## config.mk

```make
export PLATFORM = sky130hd
export DESIGN_NAME = ipv4_header_serializer
export DESIGN_NICKNAME = d
export VERILOG_FILES = /design/src/rtl/ipv4_header_serializer.sv
export SDC_FILE = /design/constraint.sdc
export NUM_CORES = 1
export LEC_CHECK = 0
export CORE_ASPECT_RATIO = 1.25
export CORE_UTILIZATION = 49
export CTS_BUF_LIST = sky130_fd_sc_hd__clkbuf_16
export DETAILED_ROUTE_END_ITERATION = 6
export PLACE_DENSITY = 0.79
export REMOVE_ABC_BUFFERS = 1
export SLEW_MARGIN = 20
export SYNTH_ARGS = -nofsm -noshare
export SYNTH_HDL_FRONTEND = slang
export SYNTH_SLANG_ARGS = --single-unit
```

## constraint.sdc

```tcl
create_clock -name CLK -period 2.15 [get_ports CLK]
set_input_delay 0.645 -clock CLK [delete_from_list [all_inputs] [get_ports CLK]]
set_output_delay 0.645 -clock CLK [all_outputs]
set_load 0.02 [all_outputs]
```

## src/rtl/ipv4_header_serializer.sv

```systemverilog
// Latches one IPv4 header plus its precomputed checksum and streams it as five
// big-endian 32-bit beats. Define IPV4_HDR_STATS_EN to add the HDR_COUNT port.
module ipv4_header_serializer (
   input  logic        CLK,
   input  logic        RST,
   input  logic        HDR_VALID,
   output logic        HDR_READY,
   input  logic [7:0]  VERSION,
   input  logic [7:0]  SERVICE_TYPE,
   input  logic [15:0] LENGTH,
   input  logic [15:0] IDENTIFICATION,
   input  logic [15:0] FLAGS_AND_FRAGMENT,
   input  logic [7:0]  TTL,
   input  logic [7:0]  PROTOCOL,
   input  logic [31:0] SRC_IP_ADDRESS,
   input  logic [31:0] DST_IP_ADDRESS,
   input  logic [15:0] CHECKSUM,
   output logic        OUT_VALID,
   input  logic        OUT_READY,
   output logic [31:0] OUT_DATA,
   output logic        OUT_LAST
`ifdef IPV4_HDR_STATS_EN
   ,
   output logic [31:0] HDR_COUNT
`endif
);

   typedef enum logic {
      IDLE,
      SEND
   } state_t;

   typedef struct packed {
      logic [7:0]  version;
      logic [7:0]  service_type;
      logic [15:0] length;
      logic [15:0] identification;
      logic [15:0] flags_and_fragment;
      logic [7:0]  ttl;
      logic [7:0]  protocol;
      logic [15:0] checksum;
      logic [31:0] src_ip_address;
      logic [31:0] dst_ip_address;
   } hdr_t;

   localparam logic [2:0] LAST_BEAT = 3'd4;

   state_t      state_q, state_d;
   logic [2:0]  beat_q, beat_d;
   hdr_t        hdr_q, hdr_d;
   hdr_t        hdr_in;
   logic        out_valid_q, out_valid_d;
   logic [31:0] out_data_q, out_data_d;
   logic        out_last_q, out_last_d;
   logic        hdr_accept;
   logic        beat_accept;

   // Word layout on the wire; first transmitted byte lands in [31:24].
   function automatic logic [31:0] beat_word(input hdr_t h, input logic [2:0] b);
      case (b)
         3'd0:    beat_word = {h.version, h.service_type, h.length};
         3'd1:    beat_word = {h.identification, h.flags_and_fragment};
         3'd2:    beat_word = {h.ttl, h.protocol, h.checksum};
         3'd3:    beat_word = h.src_ip_address;
         3'd4:    beat_word = h.dst_ip_address;
         default: beat_word = '0;
      endcase
   endfunction

   assign hdr_in = {VERSION, SERVICE_TYPE, LENGTH, IDENTIFICATION, FLAGS_AND_FRAGMENT,
                    TTL, PROTOCOL, CHECKSUM, SRC_IP_ADDRESS, DST_IP_ADDRESS};

   // Ready in the last-beat window lets the next header follow without a bubble.
   assign HDR_READY   = !RST && ((state_q == IDLE) ||
                                 (state_q == SEND && beat_q == LAST_BEAT && OUT_READY));
   assign hdr_accept  = HDR_VALID && HDR_READY;
   assign beat_accept = out_valid_q && OUT_READY;

   always_comb begin
      // NOTE: every signal written here gets a default first, so no path leaves
      // one unassigned and no latch is inferred.
      state_d     = state_q;
      beat_d      = beat_q;
      hdr_d       = hdr_q;
      out_valid_d = out_valid_q;
      out_data_d  = out_data_q;
      out_last_d  = out_last_q;

      if (state_q == SEND && beat_accept) begin
         if (beat_q == LAST_BEAT) begin
            state_d     = IDLE;
            beat_d      = '0;
            out_valid_d = 1'b0;
            out_data_d  = '0;
            out_last_d  = 1'b0;
         end else begin
            beat_d      = beat_q + 3'd1;
            out_data_d  = beat_word(hdr_q, beat_q + 3'd1);
            out_last_d  = ((beat_q + 3'd1) == LAST_BEAT);
         end
      end

      // A new header overrides the retirement of the previous one.
      if (hdr_accept) begin
         state_d     = SEND;
         beat_d      = '0;
         hdr_d       = hdr_in;
         out_valid_d = 1'b1;
         out_data_d  = beat_word(hdr_in, 3'd0);
         out_last_d  = 1'b0;
      end
   end

   always_ff @(posedge CLK) begin
      // NOTE: sequential state uses non-blocking assignments so every register
      // samples pre-edge values regardless of statement order.
      if (RST) begin
         state_q     <= IDLE;
         beat_q      <= '0;
         // NOTE: the holding registers are reset too; they are plain flops, not
         // a memory array, and a defined value after reset is required.
         hdr_q       <= '0;
         out_valid_q <= 1'b0;
         out_data_q  <= '0;
         out_last_q  <= 1'b0;
      end else begin
         state_q     <= state_d;
         beat_q      <= beat_d;
         hdr_q       <= hdr_d;
         out_valid_q <= out_valid_d;
         out_data_q  <= out_data_d;
         out_last_q  <= out_last_d;
      end
   end

   assign OUT_VALID = out_valid_q;
   assign OUT_DATA  = out_data_q;
   assign OUT_LAST  = out_last_q;

`ifdef IPV4_HDR_STATS_EN
   logic [31:0] hdr_count_q;

   always_ff @(posedge CLK) begin
      if (RST) begin
         hdr_count_q <= '0;
      end else if (beat_accept && beat_q == LAST_BEAT) begin
         hdr_count_q <= hdr_count_q + 32'd1;
      end
   end

   assign HDR_COUNT = hdr_count_q;
`endif

endmodule

```

==> results of run 1 <==
[worst max-delay path by stage]
| stage | endpoint | slack, ns | from | cells after the start |
|---|---|---|---|---|
| 2_1_floorplan | OUT_DATA[0] | -2.17 | beat_q[0] | 6 |
| 3_3_place_gp | HDR_READY | -0.52 | OUT_READY | 4 |
| 4_1_cts | HDR_READY | 0.05 | beat_q[1] | 5 |
| 5_1_grt | OUT_DATA[15] | 0.01 | beat_q[1] | 8 |
| 6_report | OUT_DATA[5] | 0.07 | OUT_DATA[5] | 1 |
| 3_5_place_dp | OUT_DATA[8] | -0.59 | OUT_READY | 6 |
[layout by cell type, fill, tap and decap left out, drive strengths merged, types with 6 or more instances in the layout]
cell	netlist	routed
a21oi	163	163
o22ai	32	32
a311oi	32	32
nor2	37	37
buf	49	46
dfxtp	197	197
clkdlybuf4s50	0	194
a22oi	32	32
nand2	321	321
and3	32	32
clkbuf	49	17
clkinv	0	6
a222oi	32	32
[area by class of cell]
class / count / area share [%]
multi-input cells: 706 / 33.7
well taps: 216 / 2.45
diodes: 1 / 0.0227
clock buffers: 17 / 3.85
flip-flops and latches: 197 / 35.7
clock inverters: 15 / 1.62
inverters: 2 / 0.0680
repair buffers: 242 / 22.6
[cell usage after synthesis (all sizes together)]
cell     count  area (um^2)
nand2      321         1200
dfxtp      197         3940
a21oi      163          816
buf         49          288
clkbuf      49          188
nor2        37          139
a222oi      32          320
a22oi       32          240
a311oi      32          280
and3        32          200
o22ai       32          200
ha           5         62.6
nor3         4         20.0
a211oi       2         20.0
a21boi       2         30.0
inv          2         7.51
mux2i        2         20.0
nand3        2         22.5
a2111oi      1         8.76
a21bo        1         10.0
a2bb2oi      1         8.76
a31oi        1         6.26
o21ai        1         16.3
xnor2        1         8.76
xor2         1         8.76
[where the power goes]
group,switching [mW],internal (mW)
sequential,0.114,3.86
clock,1.43,1.84
combinational,0.604,0.616
[per-layer routing]
layer	global-route usage, %	routed length, um
met5	0	0
met4	14.7	1020
met3	4.58	1570
met2	49.3	12200
met1	34.6	9540
[cells by family (layout without fill, tap and decap cells)]
kind of cell               Yosys count  count (layout)  share of synthesized area (%)
other                                0               1                              0
muxes                                2               2                          0.248
and+or+nand+nor                    396             396                           19.7
DFF                                197             197                           48.9
AOI/OAI and AO/OA                  300             301                           24.2
xor gates and xnor gates             2               2                          0.217
buffers and inverters              100             276                           5.98
adders and majority gates            5               5                          0.775
[registers in the layout, summed over array words and instances (netlist names)]
name	flops
hdr_q	160
OUT_DATA	32
beat_q	3
OUT_LAST	1
OUT_VALID	1
[timing repair]
item | 4_1_cts | 5_1_grt
gates resized for setup | 9 | 1
gates cloned | 1 | 0
endpoints found under the setup margin | 34 | 1
hold buffers | 0 | 0
==> summary.txt, run 1 <==
Status
  • Status: completed

Clocking
  • Skew-Pair Late Insertion Delay: approximately 0.43 ns
  • CTS tree: yes
  • Inserted Clock Buffers: 17
  • Worst-case clock buffer depth: 2
  • Setup Fix Bufs, Post-CTS: 0
  • TritonCTS sink count: slightly below 200
  • Clock Tree Root: clkbuf_16
  • CTS H-tree lvls: 4
  • CTS clk-pin slew, worst paths: 0.07 ns

Final layout
  • Layout Nets: around 1300
  • Share of cells above drive strength 1: 7.63%
  • Final Non-Filler Cells: 1396
  • Fin area: 0.0110 mm^2
  • Final-layout fill cell count: 1404
  • Final Core Density: 68.4%
  • Multi-input gate area: around 0.0037 mm^2
  • Layout area overhead: 36.8%
  • Register Area: 0.00395 mm^2

STA
  • Tmin final: about 2.1 ns
  • Max Slew Vio Count: 0
  • Slew headroom: between 40% and 50%
  • Clk_skew: about 0.0094 ns
  • Maximum clock rate: 0.482 GHz
  • Final period util: 96.6%
  • Setup TNS: 0 ns
  • Final hold slack: 0.451 ns
  • Final worst slack: roughly 0.074 ns
  • Final setup viols: 0
  • Measured slew at the worst slew-check pin: 0.836 ns
  • RSZ-0062 raised after global routing: no
  • Final hold violations: 0

Placement
  • Number of instances in the placed design: 1362
  • Port-buffer cells: 198
  • HPWL Detailed: 15200 um
  • GPL Wtd Cong: 0.809
  • Post-Place Cell Area: 0.0104 mm^2
  • Place WS: -0.593 ns

Die
  • Starting density of the core: 50.0%
  • Die Width: between 100 and 150 um
  • Num rows: 52
  • IO Pins: 199
  • Area of the core: 0.0161 mm^2
  • DIE HEIGHT: 145 um
  • Die area: 0.0170 mm^2

Power
  • IR drop worst, VDD: 0.000717 V
  • Power Density: 766 mW/mm^2
  • Total chip power: 8.46 mW
  • Leakage: 4.18 nW

Synthesis
  • Post-synthesis cell count: 1002
  • Post-Syn Area: 0.00807 mm^2
  • Yosys cell types: 31
  • Synth warn: 0
  • Sequential fraction of the synthesis area: 48.9%
  • Yosys reg bits: 197
  • Mapped Avg Cell Area: 8.05 um^2

Global route
  • Overflow after GRT: 0
  • Total track usage: 28.9%
  • Vias in the first global route: 7643
  • Largest net degree at the start of global routing: 141
  • First-pass GRT wire length: 37900 um
  • Initial antenna violation count: 1

Setup path
  • Critical setup path kind: reg -> out
  • Worst path bufs/invs: 1
  • CP top delay family: buffers and inverters
  • Critical-path top delay cell: clkdlybuf4s50_1
  • Reg-to-reg critical path startpoint: beat_q[1]
  • Worst R2R Setup Slack: 0.09 ns
  • Cell Chain, Critical Path: clkdlybuf4s50_1
  • CP endpoint kind: output pin
  • Worst EP required: 1.50 ns
  • R2R depth: 8
  • Worst Path Arrival: about 1.4 ns
  • Worst stage delay on the critical path: 0.63 ns
  • Critical Path Source Type: flop
  • Worst R2R End: OUT_DATA[12]
  • Worst Path Max Fanout: 2

Route
  • DRT Pass-1 Iters: 7
  • Drt drc: 0
  • Routed Antenna Nets: 0
  • Routed wire length: 24300 um
  • Via count: 8003
  • Wire per inst: 17.4 um
  • First DRT Iteration DRCs: 692
  • Vias/cell: 5.73

Min path
  • Hold EP: hdr_q[5]
  • Hold path cells: 2
  • Min-delay src: hdr_q[5]
  • Hold Path Class: reg -> reg

Job
  • Total of max-cap violations: 0
Power figures use the tool's default switching activity.
==> inputs of run 2 (changes only) <==
--- a/config.mk
+++ b/config.mk
@@ -6,6 +6,7 @@
 export NUM_CORES = 1
 export LEC_CHECK = 0
 export CORE_ASPECT_RATIO = 1.25
+export CORE_MARGIN = 2
 export CORE_UTILIZATION = 49
 export CTS_BUF_LIST = sky130_fd_sc_hd__clkbuf_16
 export DETAILED_ROUTE_END_ITERATION = 6
==> summary.txt, run 2 (synthesis gave the netlist of run 1 again) <==
Status
  • Status: completed

Final layout
  • Reg with most FFs: hdr_q
  • Antenna diodes: 0
  • Commonest cells after routing, fill and taps aside: nand2_1, dfxtp_1, clkdlybuf4s50_1
  • Commonest non-fill, non-tap cell in the layout: nand2_1
  • Share of cells above drive strength 1: 7.37%
  • Final Non-Filler Cells: 1396
  • Layout area overhead: 36.2%
  • Max reg flops: 160
  • Layout Nets: between 1000 and 1500

Route
  • Drt drc: 0
  • First DRT Iteration DRCs: 786
  • Vias/cell: ~5.7
  • Routed wire length: 23700 um
  • Via count: 7964
  • Wire per inst: 17.0 um
  • DRT Pass-1 Iters: 7
  • Routed Antenna Nets: 0

Clocking
  • Skew-Pair Late Insertion Delay: 0.43 ns
  • CTS tree: yes
  • Hold Buf Count CTS: 0
  • TritonCTS sink count: 197
  • Worst-case clock buffer depth: 2
  • CTS H-tree lvls: 4
  • Clock Tree Root: clkbuf_16
  • Setup Fix Bufs, Post-CTS: 0
  • CTS clk-pin slew, worst paths: approximately 0.070 ns
  • Inserted Clock Buffers: 17

Placement
  • Port-buffer cells: a little under 200
  • Number of instances in the placed design: 1364
  • GPL Wtd Cong: 0.824
  • Place WS: -0.590 ns
  • HPWL Detailed: 15300 um

Setup path
  • CP top delay family: buffers and inverters
  • Critical Path Source Type: flop
  • Worst Path Arrival: 1.43 ns
  • Setup crit start: OUT_DATA[21]
  • CP endpoint kind: output pin
  • Worst path bufs/invs: 1
  • Worst stage delay on the critical path: 0.63 ns
  • Worst Path Max Fanout: 2
  • Cell Chain, Critical Path: clkdlybuf4s50_1
  • Reg-to-reg critical path startpoint: beat_q[0]
  • Critical-path top delay cell: clkdlybuf4s50_1
  • Critical setup path kind: reg -> out
  • Worst EP required: 1.50 ns

Power
  • IR drop worst, VDD: 0.000502 V
  • Power Density: 750 mW/mm^2
  • Leakage: 4.17 nW

Global route
  • Initial antenna violation count: 0
  • Overflow after GRT: 0
  • First-pass GRT wire length: 38000 um
  • Total track usage: 26.7%
  • Vias in the first global route: approximately 7600
  • Largest net degree at the start of global routing: 160

Die
  • Starting density of the core: 50.0%
  • IO Pins: 199
  • Num rows: 52
  • Die Width: 119 um
  • DIE HEIGHT: 147 um
  • Area of the core: ~0.016 mm^2
  • Die area: 0.0175 mm^2

Min path
  • Hold Path Class: reg -> reg
  • Min-delay src: hdr_q[25]

STA
  • Final hold violations: 0
  • Maximum clock rate: just under 0.5 GHz
  • Clk_skew: 0.00665 ns
  • Measured slew at the worst slew-check pin: 1.12 ns
  • Setup TNS: 0 ns
  • Final setup viols: 0
  • Final period util: 96.4%
  • Final worst slack: 0.0769 ns
  • Slew headroom: 25.4%
  • Max Slew Vio Count: 0
  • Tmin final: 2.07 ns
  • RSZ-0062 raised after global routing: yes

Job
  • Total of max-cap violations: 0
## run 2: cell count changes in the layout (fill, tap and decap cells not counted), moves of 2 or more
cell	delta
buf_4	+3
inv_6	-3
clkinv_1	+2
clkinv_4	+2
inv_1	+2
## run 2: area by class of cell
class                           count  area, um^2
Clock buffer                       17         425
Clock inverter                     15         143
Fill cell                        1362        5140
Inverter                            2        7.51
Multi-Input combinational cell    705        3690
Sequential cell                   197        3950
Tap cell                          216         270
Timing Repair Buffer              244        2510
## run 2: per-stage QoR
step	hold slack, ns	area, um^2	util [%]	total power [mW]
final	0.449	11000	68.1	8.24
after global routing	0.466	11000	68.1	8.56
after floorplan	0.426	7590	-	4.54
after detailed placement	0.442	10400	64.6	5.25
after global placement	0.438	10400	64.6	5.23
after CTS	0.451	11000	68.1	8.27
## run 2: power breakdown
part	switching [mW]	internal, mW
clock	1.37	1.70
combinational	0.585	0.614
sequential	0.114	3.86
## run 2: timing repair
item,in CTS,in global routing
gates cloned,0,0
endpoints found under the setup margin,34,6
gates resized for setup,8,1
## run 2: path summary, 6_finish.rpt
path / end / slack (ns) / cells after the start
setup / recovery: OUT_DATA[21] / 0.08 / 1
hold / removal: hdr_q[25] / 0.45 / 2
hold reg to reg: hdr_q[25] / 0.45 / 2
setup reg to reg: OUT_DATA[3] / 0.19 / 7
## run 2: layer usage
metal,vias up,part of all wire [%],track usage (%)
li1,3838,-,-
met1,3770,40,32.7
met2,310,51,46.2
met3,46,6.2,4.78
met4,0,2.9,11.3
met5,-,0,0
